===== config.mk =====
export PLATFORM = sky130hd
export DESIGN_NAME = dmem_arbiter
export DESIGN_NICKNAME = d
export VERILOG_FILES = /design/src/rtl/dmem_arbiter_pkg.sv /design/src/rtl/dmem_rd_capture.sv /design/src/rtl/dmem_arbiter.sv
export SDC_FILE = /design/constraint.sdc
export NUM_CORES = 1
export LEC_CHECK = 0
export ABC_AREA = 1
export CORE_UTILIZATION = 31
export CTS_CLUSTER_SIZE = 8
export DETAILED_ROUTE_END_ITERATION = 8
export GPL_ROUTABILITY_DRIVEN = 0
export MAX_ROUTING_LAYER = met4
export PLACE_DENSITY = 0.72
export SETUP_SLACK_MARGIN = 0.1
export SYNTH_ARGS = -nofsm -noshare
export SYNTH_HDL_FRONTEND = slang
export SYNTH_SLANG_ARGS = --single-unit

===== constraint.sdc =====
create_clock -name clk -period 4.5 [get_ports clk]
set_input_delay 0.9 -clock clk [delete_from_list [all_inputs] [get_ports clk]]
set_output_delay 0.9 -clock clk [all_outputs]
set_load 0.01 [all_outputs]

===== src/rtl/dmem_arbiter_pkg.sv =====
// Shared definitions for the data-memory arbiter: port indices, FSM state
// encodings and the bundled request record used by the memory-side mux.
package dmem_arbiter_pkg;

  // Data and address widths of the data_mem port.
  localparam int AW = 4;
  localparam int DW = 32;

  // Requester indices: pipeline MEM stage and debug/loader master.
  localparam logic [0:0] P_MEM = 1'b0;
  localparam logic [0:0] P_DBG = 1'b1;

  // Arbiter FSM encodings.
  localparam logic [0:0] ST_ARB    = 1'b0;
  localparam logic [0:0] ST_BURST1 = 1'b1;

  // One requester's transaction fields, as presented to data_mem.
  typedef struct packed {
    logic          req;
    logic          we;
    logic [AW-1:0] addr;
    logic [DW-1:0] wdata;
  } mem_req_t;

endpackage


===== src/rtl/dmem_rd_capture.sv =====
// Read-return stage: captures the combinational data_mem read value into a
// per-port holding register on the accept edge of a read, and raises that
// port's rvalid for exactly the following cycle.
module dmem_rd_capture
  import dmem_arbiter_pkg::*;
(
  input  logic          clk,
  input  logic          rst,
  input  logic [1:0]    rd_fire,
  input  logic [DW-1:0] mem_rdata,
  output logic [1:0]    rvalid,
  output logic [DW-1:0] rdata0,
  output logic [DW-1:0] rdata1
);

  logic [1:0]    rvalid_q;
  logic [DW-1:0] rdata0_q;
  logic [DW-1:0] rdata1_q;

  // Capture read data on accepted reads; rdata holds until the next read on that port.
  always_ff @(posedge clk) begin
    if (!rst) begin
      rvalid_q <= '0;
      rdata0_q <= '0;
      rdata1_q <= '0;
    end else begin
      rvalid_q <= rd_fire;
      if (rd_fire[P_MEM]) rdata0_q <= mem_rdata;
      if (rd_fire[P_DBG]) rdata1_q <= mem_rdata;
    end
  end

  assign rvalid = rvalid_q;
  assign rdata0 = rdata0_q;
  assign rdata1 = rdata1_q;

endmodule


===== src/rtl/dmem_arbiter.sv =====
// Two-port arbiter in front of data_mem. Port 0 (pipeline MEM stage) has
// priority; port 1 (debug/loader) is protected from starvation by a wait
// counter that forces a grant after MAX_WAIT denied cycles, and may hold the
// port for a bounded burst while p1_lock is asserted.
//
// Handshake: each port is valid/ready. A requester raises pX_req with its
// fields and holds them stable until it sees pX_gnt; the transfer happens on
// the rising edge where pX_req=1 and pX_gnt=1. pX_gnt is combinational from
// pX_req and registered arbiter state, and at most one port is granted.
module dmem_arbiter
  import dmem_arbiter_pkg::*;
#(
  parameter int MAX_WAIT  = 4,
  parameter int MAX_BURST = 8,
  parameter int CW        = 4
) (
  input  logic          clk,
  input  logic          rst,
  // port 0: pipeline MEM stage
  input  logic          p0_req,
  input  logic          p0_we,
  input  logic [AW-1:0] p0_addr,
  input  logic [DW-1:0] p0_wdata,
  output logic          p0_gnt,
  output logic          p0_rvalid,
  output logic [DW-1:0] p0_rdata,
  // port 1: debug / loader master
  input  logic          p1_req,
  input  logic          p1_we,
  input  logic [AW-1:0] p1_addr,
  input  logic [DW-1:0] p1_wdata,
  input  logic          p1_lock,
  output logic          p1_gnt,
  output logic          p1_rvalid,
  output logic [DW-1:0] p1_rdata,
  // data_mem side
  output logic [DW-1:0] mem_wdata,
  output logic [AW-1:0] mem_waddr,
  output logic [AW-1:0] mem_raddr,
  output logic          mem_we,
  input  logic [DW-1:0] mem_rdata,
  // observability of arbiter state
  output logic [0:0]    dbg_state,
  output logic [CW-1:0] dbg_wait_cnt,
  output logic [CW-1:0] dbg_burst_cnt
);

  localparam logic [CW-1:0] MAX_WAIT_C     = CW'(MAX_WAIT);
  // burst_cnt counts completed port-1 beats/cycles of the lock; the one that
  // brings the count up to MAX_BURST is the last the lock may take.
  localparam logic [CW-1:0] BURST_LAST_C   = CW'(MAX_BURST - 1);

  logic [0:0]    state_q,     state_d;
  logic [CW-1:0] wait_cnt_q,  wait_cnt_d;
  logic [CW-1:0] burst_cnt_q, burst_cnt_d;
  // Set for the single ARB cycle following a burst: p0 keeps its priority.
  logic          prio_q,      prio_d;

  logic          force_p1;
  logic          gnt0;
  logic          gnt1;
  mem_req_t      p0_bus;
  mem_req_t      p1_bus;
  mem_req_t      mem_sel;
  logic [1:0]    rd_fire;

  assign p0_bus = '{req: p0_req, we: p0_we, addr: p0_addr, wdata: p0_wdata};
  assign p1_bus = '{req: p1_req, we: p1_we, addr: p1_addr, wdata: p1_wdata};

  // Starvation override: p1 has waited MAX_WAIT cycles and is not in the
  // post-burst p0 priority cycle.
  assign force_p1 = (state_q == ST_ARB) && p1_req &&
                    (wait_cnt_q == MAX_WAIT_C) && !prio_q;

  // Grant decision; nothing is granted while reset is asserted.
  always_comb begin
    gnt0 = 1'b0;
    gnt1 = 1'b0;
    if (rst) begin
      if (state_q == ST_ARB) begin
        if (force_p1)    gnt1 = 1'b1;
        else if (p0_req) gnt0 = 1'b1;
        else if (p1_req) gnt1 = 1'b1;
      end else begin
        gnt1 = p1_req;
      end
    end
  end

  assign p0_gnt = gnt0;
  assign p1_gnt = gnt1;

  // Next-state logic for the FSM, wait counter and burst counter.
  always_comb begin
    state_d     = state_q;
    wait_cnt_d  = wait_cnt_q;
    burst_cnt_d = burst_cnt_q;
    prio_d      = 1'b0;
    case (state_q)
      ST_ARB: begin
        if (gnt1 || !p1_req) begin
          wait_cnt_d = '0;
        end else if (wait_cnt_q != MAX_WAIT_C) begin
          wait_cnt_d = wait_cnt_q + 1'b1;
        end
        if (gnt1 && p1_lock) begin
          state_d     = ST_BURST1;
          burst_cnt_d = CW'(1);
        end
      end
      ST_BURST1: begin
        // Idle locked cycles count against the limit too, so p0 can never
        // be shut out longer than MAX_BURST cycles.
        wait_cnt_d  = '0;
        burst_cnt_d = burst_cnt_q + 1'b1;
        if (!p1_lock || (burst_cnt_q == BURST_LAST_C)) begin
          state_d     = ST_ARB;
          burst_cnt_d = '0;
          prio_d      = 1'b1;
        end
      end
      default: begin
        state_d     = ST_ARB;
        wait_cnt_d  = '0;
        burst_cnt_d = '0;
      end
    endcase
  end

  // Arbiter state registers with synchronous active-low reset.
  always_ff @(posedge clk) begin
    if (!rst) begin
      state_q     <= ST_ARB;
      wait_cnt_q  <= '0;
      burst_cnt_q <= '0;
      prio_q      <= 1'b0;
    end else begin
      state_q     <= state_d;
      wait_cnt_q  <= wait_cnt_d;
      burst_cnt_q <= burst_cnt_d;
      prio_q      <= prio_d;
    end
  end

  // Memory-side mux: route the granted port, all zero when idle.
  always_comb begin
    mem_sel = '0;
    if (gnt0)      mem_sel = p0_bus;
    else if (gnt1) mem_sel = p1_bus;
  end

  assign mem_we    = mem_sel.req & mem_sel.we;
  assign mem_waddr = mem_sel.addr;
  assign mem_raddr = mem_sel.addr;
  assign mem_wdata = mem_sel.wdata;

  // Accepted reads per port, indexed by requester.
  always_comb begin
    rd_fire        = '0;
    rd_fire[P_MEM] = gnt0 & ~p0_we;
    rd_fire[P_DBG] = gnt1 & ~p1_we;
  end

  dmem_rd_capture u_rd_capture (
    .clk       (clk),
    .rst       (rst),
    .rd_fire   (rd_fire),
    .mem_rdata (mem_rdata),
    .rvalid    ({p1_rvalid, p0_rvalid}),
    .rdata0    (p0_rdata),
    .rdata1    (p1_rdata)
  );

  assign dbg_state     = state_q;
  assign dbg_wait_cnt  = wait_cnt_q;
  assign dbg_burst_cnt = burst_cnt_q;

endmodule


==> results of run 1 <==
## power breakdown
group / internal [W] / switching, W
registers: 0.000697 / 0.0000149
clock network: 0.000345 / 0.000247
logic: 0.000199 / 0.000129
## layout make-up
class	count	area share, %
inverters	22	1.449
clock buffers	11	2.617
well taps	136	2.942
clock inverters	5	1.428
multi-input cells	280	25.29
repair buffers	232	39.97
flip-flops and latches	76	26.30
## how the worst max path moves through the flow
stage	from	to	slack, ps	cells after the start
after global placement	p1_req	mem_raddr[2]	570	10
after floorplan	p0_req	mem_waddr[0]	1690	8
final	p1_req	mem_raddr[2]	520	10
after CTS	p1_req	mem_raddr[2]	520	10
after global routing	p1_req	mem_wdata[10]	390	10
after detailed placement	p1_req	mem_raddr[2]	520	10
## metrics by stage
| step | util [%] | instance area, um2 | cells | hold WS [ps] | setup slack (ps) |
|---|---|---|---|---|---|
| 6_report | 56.28 | 5784 | 762 | 466.1 | 520.3 |
| 5_1_grt | 56.28 | 5784 | 762 | 486.7 | 387.3 |
| 4_1_cts | 56.28 | 5784 | 762 | 466.9 | 519.5 |
| 3_5_place_dp | 54.01 | 5550 | 746 | 454.1 | 521.9 |
| 3_3_place_gp | 54.01 | 5550 | 746 | 452.5 | 566.9 |
| 2_1_floorplan | - | 3283 | 409 | 486.8 | 1690 |
## layout by cell type, fill, tap and decap left out, types with 2 or more instances in the layout
cell type | netlist | final
clkdlybuf4s50_1 | 0 | 228
nand2_1 | 140 | 140
dfxtp_1 | 76 | 76
nand3_1 | 41 | 41
a21oi_1 | 39 | 39
a22o_1 | 36 | 36
inv_1 | 17 | 17
clkbuf_8 | 0 | 11
inv_2 | 4 | 4
o21ai_0 | 4 | 4
buf_4 | 7 | 4
ha_1 | 3 | 3
nand2_2 | 2 | 2
nand2_4 | 2 | 2
nor2_1 | 2 | 2
clkinv_2 | 1 | 2
xor2_1 | 2 | 2
bufinv_16 | 0 | 2
## synth_stat cells (all sizes together)
cell,count
xnor2,1
inv,21
nand4,1
a21oi,39
nor3,1
xor2,2
ha,3
buf,25
dfxtp,76
o21ai,4
nand3,42
a211oi,1
nor2,4
clkinv,1
nand2,145
a22o,36
o211ai,1
clkbuf,6
## tightest hold or removal path, delay by kind of cell, from the launching register on
kind / cells / cell delay (ps)
AO/OA/AOI/OAI: 1 / 50
flip-flops: 1 / 310
AND/OR/NAND/NOR: 1 / 60
## kinds of logic after synthesis
group	synth area share [%]
AND/OR/NAND/NOR	25.99
buffers and inverters	9.108
adder cells (fa/ha/maj)	1.143
XOR/XNOR	0.8005
flip-flops	46.34
AO/OA/AOI/OAI	16.62
## per-layer routing
metal | GRT usage, % | up-vias
met5 | - | -
met4 | 6.841 | 0
met3 | 7.486 | 16
met2 | 37.46 | 169
met1 | 21.42 | 1653
li1 | - | 1779
## flip-flops by register name, indices dropped and copies added, names as in the netlist
register and cells:
prio_q 1, u_rd_capture.rdata1 32, dbg_state 1, u_rd_capture.rdata0 32
dbg_wait_cnt 4, dbg_burst_cnt 4, u_rd_capture.rvalid 2
==> flow_summary.yaml, run 1 <==
sta:
  fin_crit_ps: 3980
  worst_slew_pin_slew_ps: 686.3
  setup_violations: 0
  fmax_ghz: 0.2513
  fin_tns_setup_ps: 0
  clock_skew_ps: 10.99
  report.final.slew_viol_count: 0
  relSlewSlack_pct: 54.09
  rsz0062_at_grt: "no"
  hold_viol: 0
  min_period_over_period_pct: 88.44
layout:
  multi_input_area_um2: 1463
  area_growth_pct: 76.18
  nNetsFinal: 735
  regArea_um2: 1521
  n_fill_cell: 957
  diodes: 0
  layout-drive-gt1-share_pct: 5.272
setup_path:
  cp_slowest_cell: "clkdlybuf4s50_1"
  rr_startpoint: "dbg_wait_cnt[0]$_SDFFE_PN0P_"
  crit_buf_inv: 4
  cp_cell_sequence: "clkdlybuf4s50_1, nand2_2, nor2_4, nand2_4, nand2_8, nand2_4, inv_2, buf_4, a22o_1, clkdlybuf4s50_1"
  r2r_setup_slack_ps: 1450
  reg2reg_depth: 11
  cpLargestDelayFamily: "buffers and inverters"
  worstPathRequired_ps: 3600
  crit_fanout: 36
  r2r-end: "u_rd_capture.rdata0[28]$_SDFFE_PN0P_"
  critPathKind: "input port to output pin"
  start_kind: "input port"
  worstSetupEndpointType: "output pin"
  critPathArrivalTime_ps: 3080
  critPathMaxStageDelay_ps: 540
logic_synthesis:
  synth_area_um2: 3283
  yosysSeqAreaShare_pct: 46.34
  synth_cell_types: 27
  synth_nets: 523
  syn_avg_cell_area_um2: 8.027
  yosysTopAreaCell: "dfxtp_1"
  synthTopCellsByArea: "dfxtp_1 (46%), nand2_1 (16%), a22o_1 (9.6%)"
  synthCells: 409
  synth_seq_cells: 76
  ys.warnings.count: 0
  synth_top_cell_area_share_pct: 46.34
routing:
  viasPerCell: 4.747
  wl_met3_um: 957
  drt_wl_total_mm: 11.63
  drtIter0Drc: 232
  drtPass1Iterations: 4
  drc: 0
  vias: 3617
  routed.top_layer: "met4"
  m1WireLength_mm: 4.477
  wl_met2_mm: 5.932
  ant_nets: 0
  wl_per_cell_um: 15.26
grt:
  grt_first_pass_wirelength_mm: 17.63
  grt_max_degree: 41
  grt_use_total_pct: 21.02
  grt_pass1_vias: 3538
  gr-total-overflow: 0
  antenna_found_initial: 0
clock_network:
  cts_buffer_depth: 2
  cts-root-buf: "clkbuf_8"
  post_cts_resized: 0
  post-cts-setup-buffers: 0
  insertion_delay_ps: 340
  cts_max_level: 3
  cts_hold_buf: 0
  cts_buffers: 9
  clk_pin_slew_ps: 80
  clock_sink_count: 76
  cts_tree: "done"
job:
  max-cap-violations: 0
power_and_ir_drop:
  power.density_nw_per_um2: 282.1
  peakVddDrop_mv: 0.1926
  total_power_w: 0.001632
  power.leakage_nw: 2.302
floorplanning:
  fp.dieH_um: 104.9
  initial_core_util_pct: 31.95
  fp.dieArea_um2: 11010
  die_w_um: 104.9
  ioPinCount: 229
  core_um2: 10280
  std_cell_rows: 37
worst_hold_path:
  hp-start: "u_rd_capture.rdata1[2]$_SDFFE_PN0P_"
  worstHoldPathCells: 2
  hold_end: "u_rd_capture.rdata1[2]$_SDFFE_PN0P_"
  hp-class: "register to register"
outcome:
  outcome: "complete, no violations"
place:
  port_buffers: 228
  hpwl_mm: 8.731
Note: power is estimated with default switching activity, not from simulation.
==> inputs of run 2 (changes only) <==
Settings changed: CORE_UTILIZATION 31 to 38, PLACE_DENSITY 0.72 to 0.86.
==> run 2 against run 1 <==
Net effect:
- largest cell class unchanged
- core utilization rose by 12 points
- routed wire length fell by 2.5%
- combinational power barely moved
- via count rose by 2.0%
- global-route usage rose by 3.9 points
- sequential power barely moved
==> flow_summary.yaml, run 2 (synthesis results as in run 1) <==
routing:
  drt_wl_total_mm: 11.34
  wl_met2_mm: 6.088
  m1WireLength_mm: 4.206
  viasPerCell: 5.060
  ant_nets: 0
  drc: 0
  wl_met3_um: 748
  vias: 3689
  routed.top_layer: "met4"
  drtIter0Drc: 127
  drtPass1Iterations: 4
  wl_per_cell_um: 15.55
sta:
  worst_slew_pin_slew_ps: 682.2
  min_period_over_period_pct: 90.79
  hold_viol: 0
  clock_skew_ps: 12.66
  relSlewSlack_pct: 54.36
  report.final.slew_viol_count: 0
  setup_violations: 0
  fin_crit_ps: 4085
  fin_tns_setup_ps: 0
  fmax_ghz: 0.2448
  rsz0062_at_grt: "no"
clock_network:
  cts_hold_buf: 0
  cts_buffer_depth: 2
  cts_buffers: 9
  post_cts_resized: 0
  cts-root-buf: "clkbuf_8"
  cts_max_level: 3
  cts_tree: "done"
  insertion_delay_ps: 340
  clock_sink_count: 76
  clk_pin_slew_ps: 80
  post-cts-setup-buffers: 0
setup_path:
  rr_startpoint: "dbg_wait_cnt[0]$_SDFFE_PN0P_"
  start_kind: "input port"
  critPathMaxStageDelay_ps: 540
  worstPathRequired_ps: 3600
  crit_fanout: 37
  cp_cell_sequence: "clkdlybuf4s50_1, nand2_2, nor2_4, nand2_4, nand2_8, nand2_4, inv_2, a22o_1, clkdlybuf4s50_1"
  r2r_setup_slack_ps: 1450
  reg2reg_depth: 11
  critPathKind: "input port to output pin"
  r2r-end: "u_rd_capture.rdata0[12]$_SDFFE_PN0P_"
  critPathArrivalTime_ps: 3190
  cp_slowest_cell: "clkdlybuf4s50_1"
  worstSetupEndpointType: "output pin"
floorplanning:
  die_w_um: 94.95
  ioPinCount: 229
  core_um2: 8299
  initial_core_util_pct: 39.56
  fp.dieArea_um2: 9016
  std_cell_rows: 33
  fp.dieH_um: 94.95
worst_hold_path:
  hp-start: "u_rd_capture.rdata0[15]$_SDFFE_PN0P_"
  hold_end: "u_rd_capture.rdata0[15]$_SDFFE_PN0P_"
  worstHoldPathCells: 2
  hp-class: "register to register"
place:
  place_area_um2: 5504
  hpwl_mm: 8.402
  port_buffers: 228
grt:
  antenna_found_initial: 0
  grt_max_degree: 41
  grt_pass1_vias: 3510
  gr-total-overflow: 0
  grt_use_total_pct: 24.88
  grt_first_pass_wirelength_mm: 16.60
layout:
  diodes: 0
  design_area_um2: 5704
  area_growth_pct: 73.74
  final_common_cell: "clkdlybuf4s50_1"
  mostFrequentLayoutCells: "clkdlybuf4s50_1 (228), nand2_1 (140), dfxtp_1 (76), nand3_1 (41), a21oi_1 (39)"
  nNetsFinal: 734
  layout-drive-gt1-share_pct: 4.968
outcome:
  outcome: "complete, no violations"
power_and_ir_drop:
  peakVddDrop_mv: 0.1990
  total_power_w: 0.001560
  power.leakage_nw: 2.283
  power.density_nw_per_um2: 273.5
job:
  max-cap-violations: 0
-- run 2: final cells by class --
class	instances	area, um2
Tap cell	105	131.4
Fill cell	697	2595
Sequential cell	76	1521
Multi-Input combinational cell	280	1463
Clock buffer	11	151.4
Inverter	22	83.83
Clock inverter	4	48.80
Timing Repair Buffer	231	2305
-- run 2: where the power goes --
group,internal [W],leakage (nW),switching [W]
combinational,0.000198,1.56,0.000128
clock,0.000283,0.105,0.000239
sequential,0.000698,0.618,0.0000146
-- run 2: worst max-delay path by stage --
stage	endpoint	start	slack, ps	cells past startpoint
after floorplan	mem_waddr[0]	p0_req	1690	8
after global placement	mem_waddr[2]	p1_req	480	9
after detailed placement	mem_waddr[2]	p1_req	420	9
after CTS	mem_waddr[2]	p1_req	420	9
after global routing	mem_waddr[1]	p1_req	260	9
final	mem_raddr[3]	p1_req	410	9
-- run 2: critical path: cells and delay by family --
family | cells | cell delay [ps]
buffers and inverters | 3 | 1510
AND/OR/NAND/NOR | 5 | 520
AO/OA/AOI/OAI | 1 | 250
-- run 2: routing by layer --
layer  vias to the layer above  GRT usage, %
li1                       1780             -
met5                         -             -
met3                        25         4.348
met4                         0         10.98
met2                       161         47.18
met1                      1723         24.54
-- run 2: stage by stage --
step / setup slack (ps) / hold slack [ps] / utilization (%) / cells
finish: 414.7 / 464.7 / 68.73 / 729
global route: 262.2 / 484.0 / 68.73 / 729
CTS: 416.8 / 467.1 / 68.73 / 729
detailed placement: 418.1 / 455.5 / 66.32 / 714
global placement: 482.6 / 451.9 / 66.32 / 714
floorplan: 1690 / 486.8 / - / 409
==> inputs of run 3 (changes only) <==
Settings changed: SLEW_MARGIN from default to 20.
==> results of run 3 <==
Final layout, timing and power as in run 2 (identical DEF).
